`src/rtl/div_serial.sv`:
```
// rtl/div_serial.sv - multi-cycle radix-2 restoring divider for DIV/DIVU
//
// Ports:
//   clk           rising-edge clock
//   rst           synchronous active-low reset
//   signed_div_i  1 = signed divide, 0 = unsigned
//   opdata1_i     dividend
//   opdata2_i     divisor
//   start_i       divide request, held until ready_o is seen
//   annul_i       abort an in-flight divide
//   result_o      {remainder, quotient}, registered
//   ready_o       result_o valid, registered
module div_serial (
  input  logic        clk,
  input  logic        rst,
  input  logic        signed_div_i,
  input  logic [31:0] opdata1_i,
  input  logic [31:0] opdata2_i,
  input  logic        start_i,
  input  logic        annul_i,
  output logic [63:0] result_o,
  output logic        ready_o
);

  typedef enum logic [1:0] {FREE, BYZERO, ON, END} state_t;

  state_t      state_q, state_d;
  logic [63:0] w_q, w_d;
  logic [4:0]  cnt_q, cnt_d;
  logic        sgn_q, sgn_d;
  logic        neg1_q, neg1_d;
  logic        neg2_q, neg2_d;
  logic [31:0] dvs_q, dvs_d;
  logic        ready_d;
  logic [63:0] result_d;

  // Operand magnitudes; |0x80000000| is naturally 0x80000000 unsigned.
  logic        a_neg, b_neg;
  logic [31:0] a_mag, b_mag;

  assign a_neg = signed_div_i & opdata1_i[31];
  assign b_neg = signed_div_i & opdata2_i[31];
  assign a_mag = a_neg ? (~opdata1_i + 32'd1) : opdata1_i;
  assign b_mag = b_neg ? (~opdata2_i + 32'd1) : opdata2_i;

  // One restoring step. The partial remainder is always below the divisor,
  // so only the shifted-out bit needs the 65th position and the stored
  // register can stay 64 bits wide.
  logic [64:0] w_sh;
  logic [32:0] trial;
  logic [63:0] w_it;
  logic [31:0] quo_fix, rem_fix;

  assign w_sh    = {w_q, 1'b0};
  assign trial   = w_sh[64:32] - {1'b0, dvs_q};
  assign w_it    = trial[32] ? w_sh[63:0] : {trial[31:0], w_sh[31:1], 1'b1};
  assign quo_fix = (sgn_q && (neg1_q ^ neg2_q)) ? (~w_it[31:0] + 32'd1) : w_it[31:0];
  assign rem_fix = (sgn_q && neg1_q) ? (~w_it[63:32] + 32'd1) : w_it[63:32];

  always_comb begin
    state_d  = state_q;
    w_d      = w_q;
    cnt_d    = cnt_q;
    sgn_d    = sgn_q;
    neg1_d   = neg1_q;
    neg2_d   = neg2_q;
    dvs_d    = dvs_q;
    ready_d  = ready_o;
    result_d = result_o;

    unique case (state_q)
      FREE: begin
        ready_d  = 1'b0;
        result_d = 64'h0;
        if (start_i && !annul_i) begin
          if (opdata2_i == 32'h0) begin
            state_d = BYZERO;
          end else begin
            sgn_d   = signed_div_i;
            neg1_d  = a_neg;
            neg2_d  = b_neg;
            dvs_d   = b_mag;
            w_d     = {32'h0, a_mag};
            cnt_d   = 5'd0;
            state_d = ON;
          end
        end
      end
      BYZERO: begin
        state_d  = END;
        ready_d  = 1'b1;
        result_d = 64'h0;
      end
      ON: begin
        if (annul_i) begin
          state_d = FREE;
          cnt_d   = 5'd0;
        end else begin
          w_d   = w_it;
          cnt_d = cnt_q + 5'd1;
          if (cnt_q == 5'd31) begin
            state_d  = END;
            ready_d  = 1'b1;
            result_d = {rem_fix, quo_fix};
          end
        end
      end
      END: begin
        if (!start_i) begin
          state_d  = FREE;
          ready_d  = 1'b0;
          result_d = 64'h0;
        end
      end
      default: state_d = FREE;
    endcase
  end

  always_ff @(posedge clk) begin
    if (!rst) begin
      state_q  <= FREE;
      cnt_q    <= 5'd0;
      ready_o  <= 1'b0;
      result_o <= 64'h0;
    end else begin
      state_q  <= state_d;
      cnt_q    <= cnt_d;
      ready_o  <= ready_d;
      result_o <= result_d;
    end
  end

  // Operand and working registers are don't-care after reset.
  always_ff @(posedge clk) begin
    w_q    <= w_d;
    sgn_q  <= sgn_d;
    neg1_q <= neg1_d;
    neg2_q <= neg2_d;
    dvs_q  <= dvs_d;
  end

endmodule

```
`config.mk`:
```
export PLATFORM = sky130hd
export DESIGN_NAME = div_serial
export DESIGN_NICKNAME = d
export VERILOG_FILES = /design/src/rtl/div_serial.sv
export SDC_FILE = /design/constraint.sdc
export NUM_CORES = 1
export LEC_CHECK = 0
export CORE_MARGIN = 2
export CORE_UTILIZATION = 35
export DETAILED_ROUTE_END_ITERATION = 10
export REMOVE_ABC_BUFFERS = 1
export SLEW_MARGIN = 20
export SYNTH_ARGS = -nofsm -noshare
export SYNTH_HDL_FRONTEND = slang
export SYNTH_SLANG_ARGS = --single-unit
```
`constraint.sdc`:
```
create_clock -name clk -period 14.4 [get_ports clk]
set_input_delay 2.88 -clock clk [delete_from_list [all_inputs] [get_ports clk]]
set_output_delay 2.88 -clock clk [all_outputs]
set_load 0.01 [all_outputs]
```
==> run summary, run 1 <==
The flow ran to the end, and the final reports show no timing, DRC or antenna violations. The share of power burned in combinational logic came out at 0.501. The final global-route overflow total came out at 0. The global placer's final weighted congestion is 0.869.

The effective utilization at floorplan came out at 0.357. For this design the total switching power over the nets is 1.10 mW. The top cell types in the final layout, fill and taps aside, are sky130_fd_sc_hd__nand2_1, sky130_fd_sc_hd__clkdlybuf4s50_1, sky130_fd_sc_hd__nor2_1. The reg2reg setup slack came out at 8.87 ns. Headroom to the max-slew limit came out at 0.330. The final wirelength came out at 33.5 mm. The worst slack at placement came out at 6.24 ns. The final period demand of the worst path came out at 7.68 ns.

TritonCTS built the clock tree. The cell internal power dissipation is 1.38 mW. The clock latency on the worst-skew pair is 0.46 ns. The first global-routing pass estimated 53.9 mm of wire. Post-CTS repair changed the size of 0 cells.

The endpoint identified for the worst register-to-register timing path is result_o[62]. The switching share of power is 0.444. The largest fanout on the critical path came out at 44.

The clock transition time at the flip-flop clock pins of the worst setup and hold paths is 0.07 ns. The proportion of power drawn by the clock network is 0.192. The post-cts hold buffer count is 0. The final critical-path share of the clock period came out at 0.533. The global routing stage identified its most utilized layer as met2. Setup total negative slack on the finished layout was measured at 0 ns. The number of standard cells in the layout, taps in and fillers out came out at 1886.

The cell that appears most often on the critical path is sky130_fd_sc_hd__or3_1. The critical path class is in -> reg. At the worst endpoint, the required time is 14.54 ns. The global routing usage on met1 came out at 0.259. The flip-flop cell with the highest count after synthesis is sky130_fd_sc_hd__edfxtp_1. The average detailed-routed wire length per instance came out at 17.8 um.

The final worst hold slack is 0.445 ns. The layout-stage area growth over the synthesis result is 19.4%. The number of buffers added on ports came out at 133. After legalization and detailed placement, the total HPWL measured 24.7 mm. The end of the worst hold path is result_o[59].

In this run the post-CTS setup repair buffer count came out at 0. The violation count after the first detailed-routing iteration came out at 778. STA puts the critical path data arrival time at 7.81 ns. In the routed design, unresolved DRC markers number 0.

Setup repair after global routing left no endpoint under its margin. The yosys synthesis warning count is 0. The share of synthesized registers carrying an async set or reset came out at 0. The register bit total from synthesis is 171. The utilization after layout is 0.427. In this run the horizontal extent of the chip is 187 um. The min-delay analysis places its worst path in the category reg -> reg. The total placed cells including tap cells came out at 1854. The cell depth of the worst hold path came out at 2.

The setup-violating endpoint count in the final report is 0. The cell at the slowest stage of the critical path is sky130_fd_sc_hd__nor3_1. The overall die area is 34900 sq um.

The sequential fraction of design power is 0.307. The sequential share of the synthesized area came out at 0.377. Counting along the longest clock path gives a buffer depth of 2. For this run, global-route usage on met2 was measured as 0.320. Traced cell by cell, the critical path runs through clkdlybuf4s50_1 -> or4_1 -> or3_1 -> or3_1 -> nor3_1 -> nand4bb_1 -> and3_2 -> a21oi_1 -> a21oi_4 -> buf_4. The kind of cell with the highest combined delay along the critical path is simple AND/OR/NAND/NOR gates. The via count of the first global-routing pass was 9923. The CTS buffer count is 17. The fraction of final layout cells sized beyond drive strength 1 is 0.0526. The transition time at the pin with the least slew margin came out at 0.998 ns.

STA classifies the critical path startpoint as an input pin. The worst clock skew is 0.0164 ns. The area of the core region is 32800 sq um. The cell count after synthesis came out at 1337. Fill cells in the final layout number 3250. For met3 alone, demand over resource in global routing was 0.0283.

The upper clock frequency limit came out at 130 MHz. The total number of H-tree levels came out at 4. The number of sinks on the clock net is 171.

The power per cell area is 177 nW/um^2. The detailed router placed 10300 vias in this run. The floorplan has 66 rows.

Entering global routing, the biggest net connects 70 pins. The worst setup margin is 6.72 ns. The final hold violation count is 0. Once placement finished, the instance area stood at 13400 sq um. Max-cap violations in this run came to 0. The biggest cell delay along the critical path is 0.81 ns. In this run the critical register-to-register path is launched from w_q[52]. 134 I/O pins were placed. The worst setup path is captured at a flop. The number of nets at the end of the flow is 1543. The largest voltage drop on the vdd net is 0.100 mV.

The cell type contributing the most total cell area after synthesis is sky130_fd_sc_hd__edfxtp_1. The area share of the largest cell type after synthesis came out at 0.254. The static leakage is 4.98 nW. The number of diodes added for antenna fixing came out at 0. The sum of internal, switching and leakage power is 2.48 mW. The overall routing resource usage came out at 0.193. The number of vias per cell after detailed routing came out at 5.44. By area the synthesized netlist is led by sky130_fd_sc_hd__edfxtp_1, sky130_fd_sc_hd__dfxtp_1, sky130_fd_sc_hd__xnor2_1, sky130_fd_sc_hd__xor2_1, sky130_fd_sc_hd__o21ai_0.

The count of final max-slew check failures came out at 0. The post-route cell area is 14000 sq um. In this run the cell area of the synthesized design comes to 11700 sq um. The count of distinct cell types in the synthesized netlist came out at 84. The synthesized design contains 99 enable-type register cells. The library cell used most frequently in the layout, excluding fill and tap cells, is sky130_fd_sc_hd__nand2_1. For the worst flop-to-flop path, the logic depth is 17. The total buffers and inverters traversed by the critical path is 2. Averaged over all synthesized cells, the footprint is 8.76 sq um. The worst hold path begins at result_o[59]. In this run the clock root is driven by a sky130_fd_sc_hd__clkbuf_16. The count of nets left with antenna violations once routing finished came out at 0. The first detailed-routing pass took 5 iterations. The initial antenna violation count is 0. The vertical extent of the die came out at 187 um.
state kept, by name, indices dropped and copies added, names as in the netlist:
| register | count |
|---|---|
| state_q | 2 |
| neg2_q | 1 |
| result_o | 64 |
| sgn_q | 1 |
| neg1_q | 1 |
| dvs_q | 32 |
| w_q | 64 |
| cnt_q | 5 |
| ready_o | 1 |
area by class of cell:
type                       count  area [sq um]  share of cell area
multi-input combinational   1039          6800               0.486
tap                          442           553              0.0395
inverter                      61           229              0.0164
sequential                   171          4410               0.316
clock buffer                  17           425              0.0304
clock inverter                15           168              0.0120
timing repair buffer         141          1390              0.0995
how the worst max path moves through the flow:
stage	startpoint	to	slack (ns)	cells past startpoint
floorplan	opdata2_i[0]	w_q[0]	5.75	10
global placement	opdata2_i[15]	w_q[15]	6.45	10
detailed placement	opdata2_i[15]	w_q[15]	6.24	10
CTS	opdata2_i[15]	w_q[20]	6.71	10
global route	opdata2_i[15]	w_q[21]	6.42	10
finish	opdata2_i[15]	w_q[30]	6.72	10
synth_stat cells, types with 11 or more instances:
cell type / number
sky130_fd_sc_hd__a21o_1: 18
sky130_fd_sc_hd__o21ai_0: 106
sky130_fd_sc_hd__nor3_1: 33
sky130_fd_sc_hd__nand3_1: 17
sky130_fd_sc_hd__or3_1: 16
sky130_fd_sc_hd__a22oi_1: 34
sky130_fd_sc_hd__clkbuf_1: 45
sky130_fd_sc_hd__edfxtp_1: 99
sky130_fd_sc_hd__nor2b_1: 43
sky130_fd_sc_hd__ha_1: 42
sky130_fd_sc_hd__o31ai_1: 18
sky130_fd_sc_hd__o21ai_1: 11
sky130_fd_sc_hd__mux2i_1: 20
sky130_fd_sc_hd__nand2_1: 135
sky130_fd_sc_hd__and2_1: 15
sky130_fd_sc_hd__buf_2: 15
sky130_fd_sc_hd__inv_1: 60
sky130_fd_sc_hd__xnor2_1: 72
sky130_fd_sc_hd__dfxtp_1: 72
sky130_fd_sc_hd__xor2_1: 66
sky130_fd_sc_hd__and3_1: 11
sky130_fd_sc_hd__nor4_1: 12
sky130_fd_sc_hd__nand4_1: 16
sky130_fd_sc_hd__nor2_1: 108
sky130_fd_sc_hd__or4_1: 12
sky130_fd_sc_hd__a21oi_1: 76
power groups by stage:
stage | Clock (mW) | Sequential, mW | Combinational [mW]
finish | 0.476 | 0.761 | 1.24
global route | 0.503 | 0.774 | 1.38
CTS | 0.486 | 0.760 | 1.24
detailed placement | 0 | 0.770 | 1.23
global placement | 0 | 0.770 | 1.22
floorplan | 0 | 0.759 | 0.833
cell families (layout without fill, tap and decap cells):
| logic type | count (synthesis) | in the layout | share of synthesized area |
|---|---|---|---|
| AOI/OAI and AO/OA | 373 | 373 | 0.208 |
| xor gates and xnor gates | 138 | 138 | 0.103 |
| adders and majority gates | 43 | 43 | 0.0466 |
| buffers and inverters | 127 | 234 | 0.0442 |
| DFF | 171 | 171 | 0.377 |
| muxes | 26 | 26 | 0.0234 |
| and+or+nand+nor | 459 | 459 | 0.198 |
worst min-delay path: cells and delay by family, from the launching register on:
family           cells  cell delay [ns]
AO/OA/AOI/OAI        1             0.05
flip-flops           1             0.31
AND/OR/NAND/NOR      1             0.05
per-layer routing:
metal,vias to the layer above,part of all wire
li1,5057,-
met5,-,0
met4,0,0.021
met3,38,0.049
met2,306,0.47
met1,4860,0.46
Note: power is estimated with default switching activity, not from simulation.
==> run 2: changes to the inputs <==
clock period = 7.3 ns   (was 14.4 ns; I/O delays follow)
==> run 2 against run 1 <==
- via count rose by 0.88%
- worst setup slack worse by 4.9 ns
- worst hold slack got worse by 0.0018 ns
- routed wire length down 0.18%
- non-clock buffer count up 3
- cell count grew 0.16%
- highest routed layer unchanged
- combinational power increased by 100%
- critical path type is now reg -> reg
- sequential cell count unchanged
- clock-buffer cell count is 2 higher
- largest power group unchanged
- total power is 97% higher
==> run summary, run 2 (synthesis results as in run 1) <==
The post-cts hold buffer count is 0 (unchanged). The arrival time reported for the critical path endpoint is 5.81 ns (was 7.81 ns). The number of vias per cell after detailed routing came out at 5.48 (was 5.44). The type of the most critical hold path is reg -> reg (unchanged). The worst clock skew is 0.0126 ns (was 0.0164 ns). The final critical-path share of the clock period is 0.749.

Registers with the most flip-flops: result_o: 64 flops, w_q: 64 flops, dvs_q: 32 flops (unchanged). The overall routing resource usage came out at 0.191 (was 0.193). The largest net degree at the start of global routing is 72 (was 70). The number of buffers on the longest clock path is 2 (unchanged). The clock latency on the worst-skew pair came out at 0.45 ns (was 0.46 ns). The HPWL reported at the end of detailed placement came to 24.9 mm (was 24.7 mm). The count of cells resized by post-cts repair came out at 0 (unchanged). The fraction of final layout cells sized beyond drive strength 1 came out at 0.0539 (was 0.0526). Result of the run: finished clean (unchanged). The via total after detailed routing was 10400 (was 10300). The final period demand of the worst path came out at 5.47 ns. The x dimension of the die came out at 187 um (unchanged). The CTS tree is built (unchanged). The buffer type at the clock tree root was sky130_fd_sc_hd__clkbuf_16 (unchanged).

The critical path startpoint category is a flop (was input pin). The final wirelength came to 33.5 mm (about the same). The number of diodes added for antenna fixing came out at 0 (unchanged). The setup TNS was 0 ns (unchanged). The overall die area is 34900 sq um (unchanged). The kind of cell adding the most delay to the critical path was simple AND/OR/NAND/NOR gates (unchanged). The count of antenna-violating nets left after detailed routing came to 0 (unchanged).

The number of sinks on the clock net came out at 171 (unchanged). The largest voltage drop on the vdd net came out at 0.215 mV (was 0.100 mV). The required time at the worst-slack endpoint is 7.64 ns (was 14.54 ns). The global-route wire length before repair came out at 53.0 mm (was 53.9 mm). The static leakage is 5.00 nW (was 4.98 nW). The total setup buffers inserted after CTS came out at 0 (unchanged). The vertical extent of the die is 187 um (unchanged). The area of the core region came out at 32800 sq um (unchanged). The final hold violation count came out at 0 (unchanged). The global placer's final weighted congestion came to 0.865 (was 0.869). The number of violations of the max-capacitance limit is 0 (unchanged).

The total buffers and inverters traversed by the critical path came out at 2 (unchanged). The total number of H-tree levels is 4 (unchanged). The via count of the first global-routing pass came to 9828 (was 9923).

The violation count after the first detailed-routing iteration is 671 (was 778). The nature of the critical path endpoint was a flop (unchanged). The average detailed-routed wire length per instance came out at 17.7 um (was 17.8 um). The clock transition time at the flip-flop clock pins of the worst setup and hold paths was 0.07 ns (about the same). The layout-stage area growth over the synthesis result is 19.6% (was 19.4%). The largest fanout on the critical path is 25 (was 44). The cell at the slowest stage of the critical path was sky130_fd_sc_hd__ha_1 (was sky130_fd_sc_hd__nor3_1). Setup repair after global routing missed its margin: no (unchanged). The CTS buffer count came out at 17 (unchanged). The worst-case headroom to the max-slew limit is 0.410 (was 0.330). The number of nets at the end of the flow came out at 1546 (was 1543). The effective utilization at floorplan is 0.357 (unchanged). The post-detailed-route DRC marker count came out at 0 (unchanged). The initial antenna violation count came to 0 (unchanged). The power per cell area came out at 349 nW/um^2 (was 177 nW/um^2). Commonest cells after routing, fill and taps aside: sky130_fd_sc_hd__nand2_1, sky130_fd_sc_hd__clkdlybuf4s50_1, sky130_fd_sc_hd__nor2_1 (unchanged). The critical path class is reg -> reg (was in -> reg). The total number of placement rows came to 66 (unchanged). The cell repeated most along the worst path is sky130_fd_sc_hd__ha_1 (was sky130_fd_sc_hd__or3_1). The first-pass iteration count of the detailed router came out at 7 (was 5). The biggest cell delay along the critical path is 0.49 ns (was 0.81 ns). The count of final max-slew check failures is 0 (unchanged). The number of top-level pins was 134 (unchanged).

The upper clock frequency limit came out at 183 MHz. The count of filler cells inserted in the layout came out at 3239 (was 3250). Crit-path cells: ha_1 -> nand4_1 -> nor2_1 -> a221o_1 -> or4_1 -> o211a_2 -> inv_1 -> buf_4 -> ha_1 -> nand3b_1 -> nor3_1 -> and2_1 -> nand2_1 -> o41ai_1 -> o21ai_0 -> xor2_1 -> a22oi_1 -> nor2b_1 (was clkdlybuf4s50_1 -> or4_1 -> or3_1 -> or3_1 -> nor3_1 -> nand4bb_1 -> and3_2 -> a21oi_1 -> a21oi_4 -> buf_4).

The worst slack at placement came out at 1.23 ns (was 6.24 ns). The most common library cell in the layout ignoring fill and taps is sky130_fd_sc_hd__nand2_1 (unchanged). The final global-route overflow total came out at 0 (unchanged).

The setup-violating endpoint count in the final report is 0 (unchanged). The transition time at the pin with the least slew margin came to 0.885 ns (was 0.998 ns). The sum of internal, switching and leakage power is 4.89 mW (was 2.48 mW). The worst setup margin came out at 1.83 ns (was 6.72 ns). The number of buffers added on ports came out at 133 (unchanged).
[run 2: final timing paths]
path,start,endpoint,slack (ns),depth (start not counted)
worst max-delay path,w_q[56],result_o[28],1.83,18
worst min-delay path,result_o[55],result_o[55],0.44,2
worst max register to register,w_q[56],result_o[28],1.83,18
worst min register to register,result_o[55],result_o[55],0.44,2
[run 2: report_power, final]
group	leakage (nW)	switching (mW)	internal (mW)
registers	1.52	0.185	1.31
logic	3.20	1.54	0.933
clock network	0.289	0.425	0.490
total	5.00	2.15	2.73
[run 2: final cells by class]
cell class | count | area [sq um] | area share
flip-flops and latches | 171 | 4410 | 0.315
repair buffers | 144 | 1430 | 0.102
clock inverters | 13 | 136 | 0.00973
clock buffers | 19 | 443 | 0.0316
multi-input cells | 1039 | 6800 | 0.485
inverters | 61 | 229 | 0.0163
well taps | 442 | 553 | 0.0395
[run 2: through the flow]
step	hold WS, ns	instance area [sq um]	cells	util
final	0.444	14000	1889	0.427
after global routing	0.470	14000	1889	0.427
after CTS	0.449	14000	1888	0.426
after detailed placement	0.440	13400	1856	0.409
after global placement	0.439	13400	1856	0.409
after floorplan	0.459	11400	1271	-
[run 2: tightest hold or removal path, cell delays in order, from the launching register on]
cell and delay [ns]:
sky130_fd_sc_hd__dfxtp_1 0.31, sky130_fd_sc_hd__nand2_1 0.05, sky130_fd_sc_hd__o21ai_1 0.05
[run 2: metal layers]
layer	global-route usage	share of wire	routed length [um]
met1	0.259	0.46	15500
met2	0.310	0.46	15500
met3	0.0266	0.052	1740
met4	0.0668	0.024	807
met5	0	0	0
